$ cat src/rtl/add_accum_if.sv
// add_accum_if: operand stream in, packet result out, both valid/ready.
//   in_valid/in_ready/in_data/in_last : operand stream (producer -> accumulator)
//   out_valid/out_ready/out_sum/out_carry/out_count : packet result (accumulator -> consumer)
// The master modport is the environment side; the slave modport is the accumulator.
interface add_accum_if #(
  parameter int unsigned DATA_WIDTH  = 4,
  parameter int unsigned COUNT_WIDTH = 4
) ();
  logic                   in_valid;
  logic                   in_ready;
  logic [DATA_WIDTH-1:0]  in_data;
  logic                   in_last;
  logic                   out_valid;
  logic                   out_ready;
  logic [DATA_WIDTH-1:0]  out_sum;
  logic                   out_carry;
  logic [COUNT_WIDTH-1:0] out_count;

  modport master (
    output in_valid, in_data, in_last, out_ready,
    input  in_ready, out_valid, out_sum, out_carry, out_count
  );

  modport slave (
    input  in_valid, in_data, in_last, out_ready,
    output in_ready, out_valid, out_sum, out_carry, out_count
  );
endinterface

$ cat src/rtl/add_accum.sv
// add_accum: sums a packet of operands into an accumulator and presents the total.
//   clk   : clock, rising edge
//   rst_n : asynchronous active-low reset
//   bus   : add_accum_if.slave -- operand stream in, packet result out
// Two states: StAccum takes one operand per cycle; StHold presents sum, sticky carry
// and saturating count until the result handshake, then clears and resumes.
module add_accum #(
  parameter int unsigned DATA_WIDTH  = 4,
  parameter int unsigned COUNT_WIDTH = 4
) (
  input logic         clk,
  input logic         rst_n,
  add_accum_if.slave  bus
);

  typedef enum logic [0:0] {StAccum, StHold} state_e;

  state_e                 state_q, state_d;
  logic [DATA_WIDTH-1:0]  acc_q, acc_d;
  logic                   ovf_q, ovf_d;
  logic [COUNT_WIDTH-1:0] cnt_q, cnt_d;

  logic [DATA_WIDTH:0]    add_full;
  logic                   in_fire;
  logic                   out_fire;

  // Adder with cin = 0; top bit is the carry-out.
  assign add_full = {1'b0, acc_q} + {1'b0, bus.in_data};

  assign in_fire  = (state_q == StAccum) && bus.in_valid;
  assign out_fire = (state_q == StHold) && bus.out_ready;

  always_comb begin
    state_d = state_q;
    acc_d   = acc_q;
    ovf_d   = ovf_q;
    cnt_d   = cnt_q;
    unique case (state_q)
      StAccum: begin
        if (in_fire) begin
          acc_d = add_full[DATA_WIDTH-1:0];
          ovf_d = ovf_q | add_full[DATA_WIDTH];
          // Count saturates at all-ones.
          cnt_d = (&cnt_q) ? cnt_q : cnt_q + COUNT_WIDTH'(1);
          if (bus.in_last) begin
            state_d = StHold;
          end
        end
      end
      StHold: begin
        if (out_fire) begin
          acc_d   = '0;
          ovf_d   = 1'b0;
          cnt_d   = '0;
          state_d = StAccum;
        end
      end
      default: state_d = StAccum;
    endcase
  end

  always_ff @(posedge clk or negedge rst_n) begin
    if (!rst_n) begin
      state_q <= StAccum;
      acc_q   <= '0;
      ovf_q   <= 1'b0;
      cnt_q   <= '0;
    end else begin
      state_q <= state_d;
      acc_q   <= acc_d;
      ovf_q   <= ovf_d;
      cnt_q   <= cnt_d;
    end
  end

  // in_ready depends only on state, so out_ready never reaches it combinationally.
  assign bus.in_ready  = (state_q == StAccum);
  assign bus.out_valid = (state_q == StHold);
  assign bus.out_sum   = acc_q;
  assign bus.out_carry = ovf_q;
  assign bus.out_count = cnt_q;

endmodule

$ cat src/flat_wrapper.sv
// flat-port wrapper written by rule: the top's interface ports become plain ports
module add_accum_flat 
#(
  parameter int unsigned DATA_WIDTH  = 4,
  parameter int unsigned COUNT_WIDTH = 4
)
  (clk, rst_n, bus_in_valid, bus_in_data, bus_in_last, bus_out_ready, bus_in_ready, bus_out_valid, bus_out_sum, bus_out_carry, bus_out_count);
  add_accum_if #(.DATA_WIDTH(DATA_WIDTH), .COUNT_WIDTH(COUNT_WIDTH)) bus_i ();
  input logic clk;
  input logic rst_n;
  input wire logic [$bits(bus_i.in_valid)-1:0] bus_in_valid;
  input wire logic [$bits(bus_i.in_data)-1:0] bus_in_data;
  input wire logic [$bits(bus_i.in_last)-1:0] bus_in_last;
  input wire logic [$bits(bus_i.out_ready)-1:0] bus_out_ready;
  output wire logic [$bits(bus_i.in_ready)-1:0] bus_in_ready;
  output wire logic [$bits(bus_i.out_valid)-1:0] bus_out_valid;
  output wire logic [$bits(bus_i.out_sum)-1:0] bus_out_sum;
  output wire logic [$bits(bus_i.out_carry)-1:0] bus_out_carry;
  output wire logic [$bits(bus_i.out_count)-1:0] bus_out_count;
  assign bus_i.in_valid = bus_in_valid;
  assign bus_i.in_data = bus_in_data;
  assign bus_i.in_last = bus_in_last;
  assign bus_i.out_ready = bus_out_ready;
  assign bus_in_ready = bus_i.in_ready;
  assign bus_out_valid = bus_i.out_valid;
  assign bus_out_sum = bus_i.out_sum;
  assign bus_out_carry = bus_i.out_carry;
  assign bus_out_count = bus_i.out_count;
  add_accum #(.DATA_WIDTH(DATA_WIDTH), .COUNT_WIDTH(COUNT_WIDTH)) u_core (.clk(clk), .rst_n(rst_n), .bus(bus_i));
endmodule
$ cat config.mk
export PLATFORM = sky130hd
export DESIGN_NAME = add_accum_flat
export DESIGN_NICKNAME = d
export VERILOG_FILES = /design/src/rtl/add_accum_if.sv /design/src/rtl/add_accum.sv /design/src/flat_wrapper.sv
export SDC_FILE = /design/constraint.sdc
export NUM_CORES = 1
export LEC_CHECK = 0
export CORE_MARGIN = 4
export CORE_UTILIZATION = 47
export CTS_CLUSTER_SIZE = 30
export DETAILED_ROUTE_END_ITERATION = 16
export PLACE_DENSITY = 0.81
export SYNTH_ARGS = -nofsm -noshare
export SYNTH_HDL_FRONTEND = slang
export SYNTH_SLANG_ARGS = --single-unit
export TNS_END_PERCENT = 5
$ cat constraint.sdc
create_clock -name clk -period 2.7 [get_ports clk]
set_input_delay 0.27 -clock clk [delete_from_list [all_inputs] [get_ports clk]]
set_output_delay 0.27 -clock clk [all_outputs]
set_load 0.01 [all_outputs]
; ---- Word level (Yosys, flattened, before mapping)
; Cells that the tools add are included.
[totals]
out_inout_bits = 11
word_cells = 29
reg_bits = 10
[classes]
n_addsub = 2
muxes = 13
bitwise_logic = 2
eq_ne = 3
n_reduce_logical = 5
[ops]
columns = operator, count
row1 = $mux W4, 4
row2 = $pmux W4 S2, 2
row3 = $add A4 B4 Y5, 1
row4 = $mux W1, 5
row5 = $add A4 B1 Y4 const B, 1
row6 = $ne A2 B2 Y1 const B, 2
row7 = $pmux W1 S2, 2
row8 = $reduce_and A4 Y1, 1
row9 = $reduce_and A3 Y1, 1
row10 = $logic_and A1 B1 Y1, 2
row11 = $ne A2 B1 Y1 const B, 1
row12 = $reduce_and A2 Y1, 1
row13 = $not A1 Y1, 1
row14 = $or A1 B1 Y1, 1

; ---- Depth between registers and ports, before layout
[depth]
word_depth = 4
depth_mapped = 7
ltp_nobuf = 7

; ---- Worst setup path after synthesis
; OpenSTA, ideal clock, no wires.
[synth_path]
path_kind = reg2reg
startpoint = register u_core.acc_q[0] (netlist: u_core.bus.out_sum[0])
endpoint = register u_core.acc_q[2] (netlist: u_core.bus.out_sum[2])
path_stages_with_launch = 7
n_path_buf = 0
setup_time_ns = 0.127
arrival_time_ns = 1.323
period_less_slack_ns = 1.450
required_time_ns = 2.573
setup_slack_ns = 1.250
cell_sequence = dfrtp_1 > ha_1 > inv_1 > fa_1 > xnor2_1 > mux2i_1 > o21ai_0
[synth_via]
elab_chain_cells = 3
[synth_lines]
columns = item, line
row1 = from (decl), add_accum.sv:19  ; logic [DATA_WIDTH-1:0] acc_q, acc_d;
row2 = from (signal assigned), add_accum.sv:65  ; acc_q <= '0;
row3 = from (signal assigned), add_accum.sv:70  ; acc_q <= acc_d;
row4 = $add A4 B4 Y5, add_accum.sv:28  ; assign add_full = {1'b0, acc_q} + {1'b0, bus.in_data};
row5 = $mux W4, add_accum.sv:40  ; if (in_fire) begin
row6 = $pmux W4 S2, add_accum.sv:38  ; unique case (state_q)
; Every way passes these cells. The select of a mux whose other input is x is not followed.
; A chain may end at the register's enable or synchronous reset.

; ---- Worst setup path after layout
[layout_path]
startpoint = register u_core.state_q (netlist: u_core.bus.out_valid)
endpoint = output port bus_in_ready
[layout_via]
elab_chain_cells = 1
[layout_lines]
columns = item, line
row1 = from (decl), add_accum.sv:18  ; state_e state_q, state_d;
row2 = from (signal assigned), add_accum.sv:64  ; state_q <= StAccum;
row3 = from (signal assigned), add_accum.sv:69  ; state_q <= state_d;
row4 = $not A1 Y1, add_accum.sv:77  ; assign bus.in_ready = (state_q == StAccum);
row5 = to (decl), flat_wrapper.sv:15  ; output wire logic [$bits(bus_i.in_ready)-1:0] bus_in_ready;
; Every way passes these cells.

==> impl_metrics.ini <==
[run_status]
outcome = finished, final reports clean

[layout]
drive_above_1_share_pct = 10.59
fin_util_pct = 72.05
n_antenna_cell = 0
syn2layout_area_growth_pct = 36.60
fin_area_sq_um = 854.6
layout.nets = 101

[clock_tree]
clk_pin_slew_worst_paths_ns = 0.07
cts_resized = 0
clock_latency_ns = 0.27
cts_setup_buffers = 0
htree_levels = 1
clock-sinks = 10
clockRootBuffer = clkbuf_4
cts_made_buffers = 3
hold_buffers = 0
cts_tree = built
cts_buffer_depth = 2

[logic_synthesis]
syn-num-nets = 79
synth.yosys.seq_area_share_pct = 40.00
synth_area_sq_um = 625.6
synth_cell_types = 22
synth_seq_cells = 10
ys_warn_count = 0
synth_top_area_cell = dfrtp_1
syn_inst = 64
synthTopCellsByArea = dfrtp_1 (40%), ha_1 (10%), o21ai_0 (6.4%)
yosys.area.top_type_share_pct = 40.00
postSynthAreaPerCell_sq_um = 9.775

[drt]
totalWireLength_um = 1302
first_pass_iters = 4
route.detailed.drc = 0
routed_via_density = 5.293
drt_iter0_drc = 5
postRouteAntennaNets = 0
avgRoutedWirePerCell_um = 13.15
via_count = 524

[floorplan]
die_height_um = 44.49
fp.coreArea_sq_um = 1186
dieArea_sq_um = 1979
ios = 20
initial_core_util_pct = 52.74
row_count = 12
die_w_um = 44.49

[timing]
fin_setup_tns_ns = 0
period_needed_ns = 1.784
maxSlewViolCount = 0
hold_viol_final = 0
setup_viol = 0
fin_crit_sh_pct = 66.07
rsz0062_at_grt = false
worst_slew_pin_slew_ns = 0.4505
skew_ns = 0.004847
slew-limit-headroom_pct = 69.87
max_freq_mhz = 560.6

[min_path]
hp-class = input pin to async pin

[power_and_ir_drop]
leakage_nw = 0.4103
total_power_mw = 0.7821
ir_drop_mv = 0.5142
p_per_area_nw_per_um2 = 915.2

[global_route]
grt_pass1_vias = 534
track_usage_pct = 15.50
grt_pass1_wl_um = 2297
grt_start_max_net_pins = 12
grt_antenna_before_repair = 0
gr-total-overflow = 0

[run]
drv_cap = 0

[setup_path]
rrSetupSlack_ns = 1.16
end_kind = output port
timing.rr.end = u_core.bus.out_carry
timing.rr.start = u_core.bus.out_sum[0]
crit_required_ns = 2.43
rr_worst_depth = 7
worstPathMaxFanout = 11
critical_path_class = flip-flop to output port
start_kind = flip-flop
worstPathArrival_ns = 1.51

[placement]
place_area_sq_um = 818.3
port_buffers = 19
place_hpwl_um = 1004
gp_congestion = 0.7352
-- power breakdown --
part,internal (mW),switching (mW)
clock,0.0819,0.0546
combinational,0.209,0.158
sequential,0.209,0.0695
total,0.500,0.282
-- layout make-up --
type                       instances  area [sq um]
clock buffer                       4         36.28
multi-input combinational         46         337.8
timing repair buffer              19         190.2
tap                               14         17.52
fill                             103         331.6
sequential                        10         250.2
inverter                           6         22.52
-- cell families (layout without fill, tap and decap cells) --
logic type	count (synthesis)	count (layout)	synth area share [%]
xor gates and xnor gates	4	4	5.601
buffers and inverters	8	29	5.999
AOI/OAI and AO/OA	18	18	17.40
and+or+nand+nor	15	15	13.00
adders and majority gates	6	6	13.20
DFF	10	10	40.00
muxes	3	3	4.800
-- synthesized netlist by cell type --
| cell type | number |
|---|---|
| a21o_1 | 3 |
| a21oi_1 | 3 |
| a221oi_2 | 1 |
| and3_1 | 1 |
| buf_4 | 2 |
| dfrtp_1 | 10 |
| fa_1 | 1 |
| ha_1 | 5 |
| inv_1 | 5 |
| inv_2 | 1 |
| mux2i_1 | 3 |
| nand2_1 | 7 |
| nand2_2 | 1 |
| nand3_1 | 2 |
| nor2_1 | 2 |
| nor2_4 | 1 |
| nor2b_4 | 1 |
| o21ai_0 | 8 |
| o21ai_1 | 2 |
| o22ai_1 | 1 |
| xnor2_1 | 1 |
| xor2_1 | 3 |
-- layout by cell type, fill, tap and decap left out --
cell and instances:
clkdlybuf4s50_1 19, dfrtp_1 10, o21ai_0 8, nand2_1 7
inv_1 5, ha_1 5, a21o_1 3, xor2_1 3
mux2i_1 3, a21oi_1 3, clkbuf_4 3, nand3_1 2
nor2_1 2, o21ai_1 2, inv_2 1, nor2b_4 1
nor2_4 1, nand2_2 1, o22ai_1 1, xnor2_1 1
a221oi_2 1, and3_1 1, fa_1 1, clkbuf_8 1
-- through the flow --
stage	hold slack (ns)	std cells	worst slack [ns]
after floorplan	-0.02559	64	1.250
after global placement	0.4920	95	0.9064
after detailed placement	0.5297	95	0.8371
after CTS	0.3185	99	0.9027
after global routing	0.3306	99	0.8392
final	0.3109	99	0.9161
-- how the worst max path moves through the flow --
stage	depth (start not counted)	startpoint	slack, ns	end
2_1_floorplan	6	u_core.bus.out_sum[0]	1.25	u_core.bus.out_sum[2]
3_3_place_gp	8	bus_in_data[0]	0.91	u_core.bus.out_carry
3_5_place_dp	8	bus_in_data[0]	0.84	u_core.bus.out_carry
4_1_cts	2	u_core.bus.out_valid	0.90	bus_in_ready
5_1_grt	2	u_core.bus.out_valid	0.84	bus_in_ready
6_report	2	u_core.bus.out_valid	0.92	bus_in_ready
-- flip-flops by register name, indices dropped and copies added, names as in the netlist --
signal and count:
u_core.bus.out_count 4, u_core.bus.out_carry 1, u_core.bus.out_valid 1, u_core.bus.out_sum 4
-- worst max-delay path, stage by stage, from the launching register on --
cell and delay (ns):
dfrtp_1 0.53, inv_2 0.17, clkdlybuf4s50_1 0.55
-- routing by layer --
metal | vias to the layer above | GRT usage, % | wire, um
li1 | 260 | - | -
met1 | 247 | 20.30 | 573
met2 | 17 | 24.36 | 637
met3 | 0 | 6.504 | 91
met4 | 0 | 1.807 | 0
met5 | - | 0 | 0
Power figures use the tool's default switching activity.
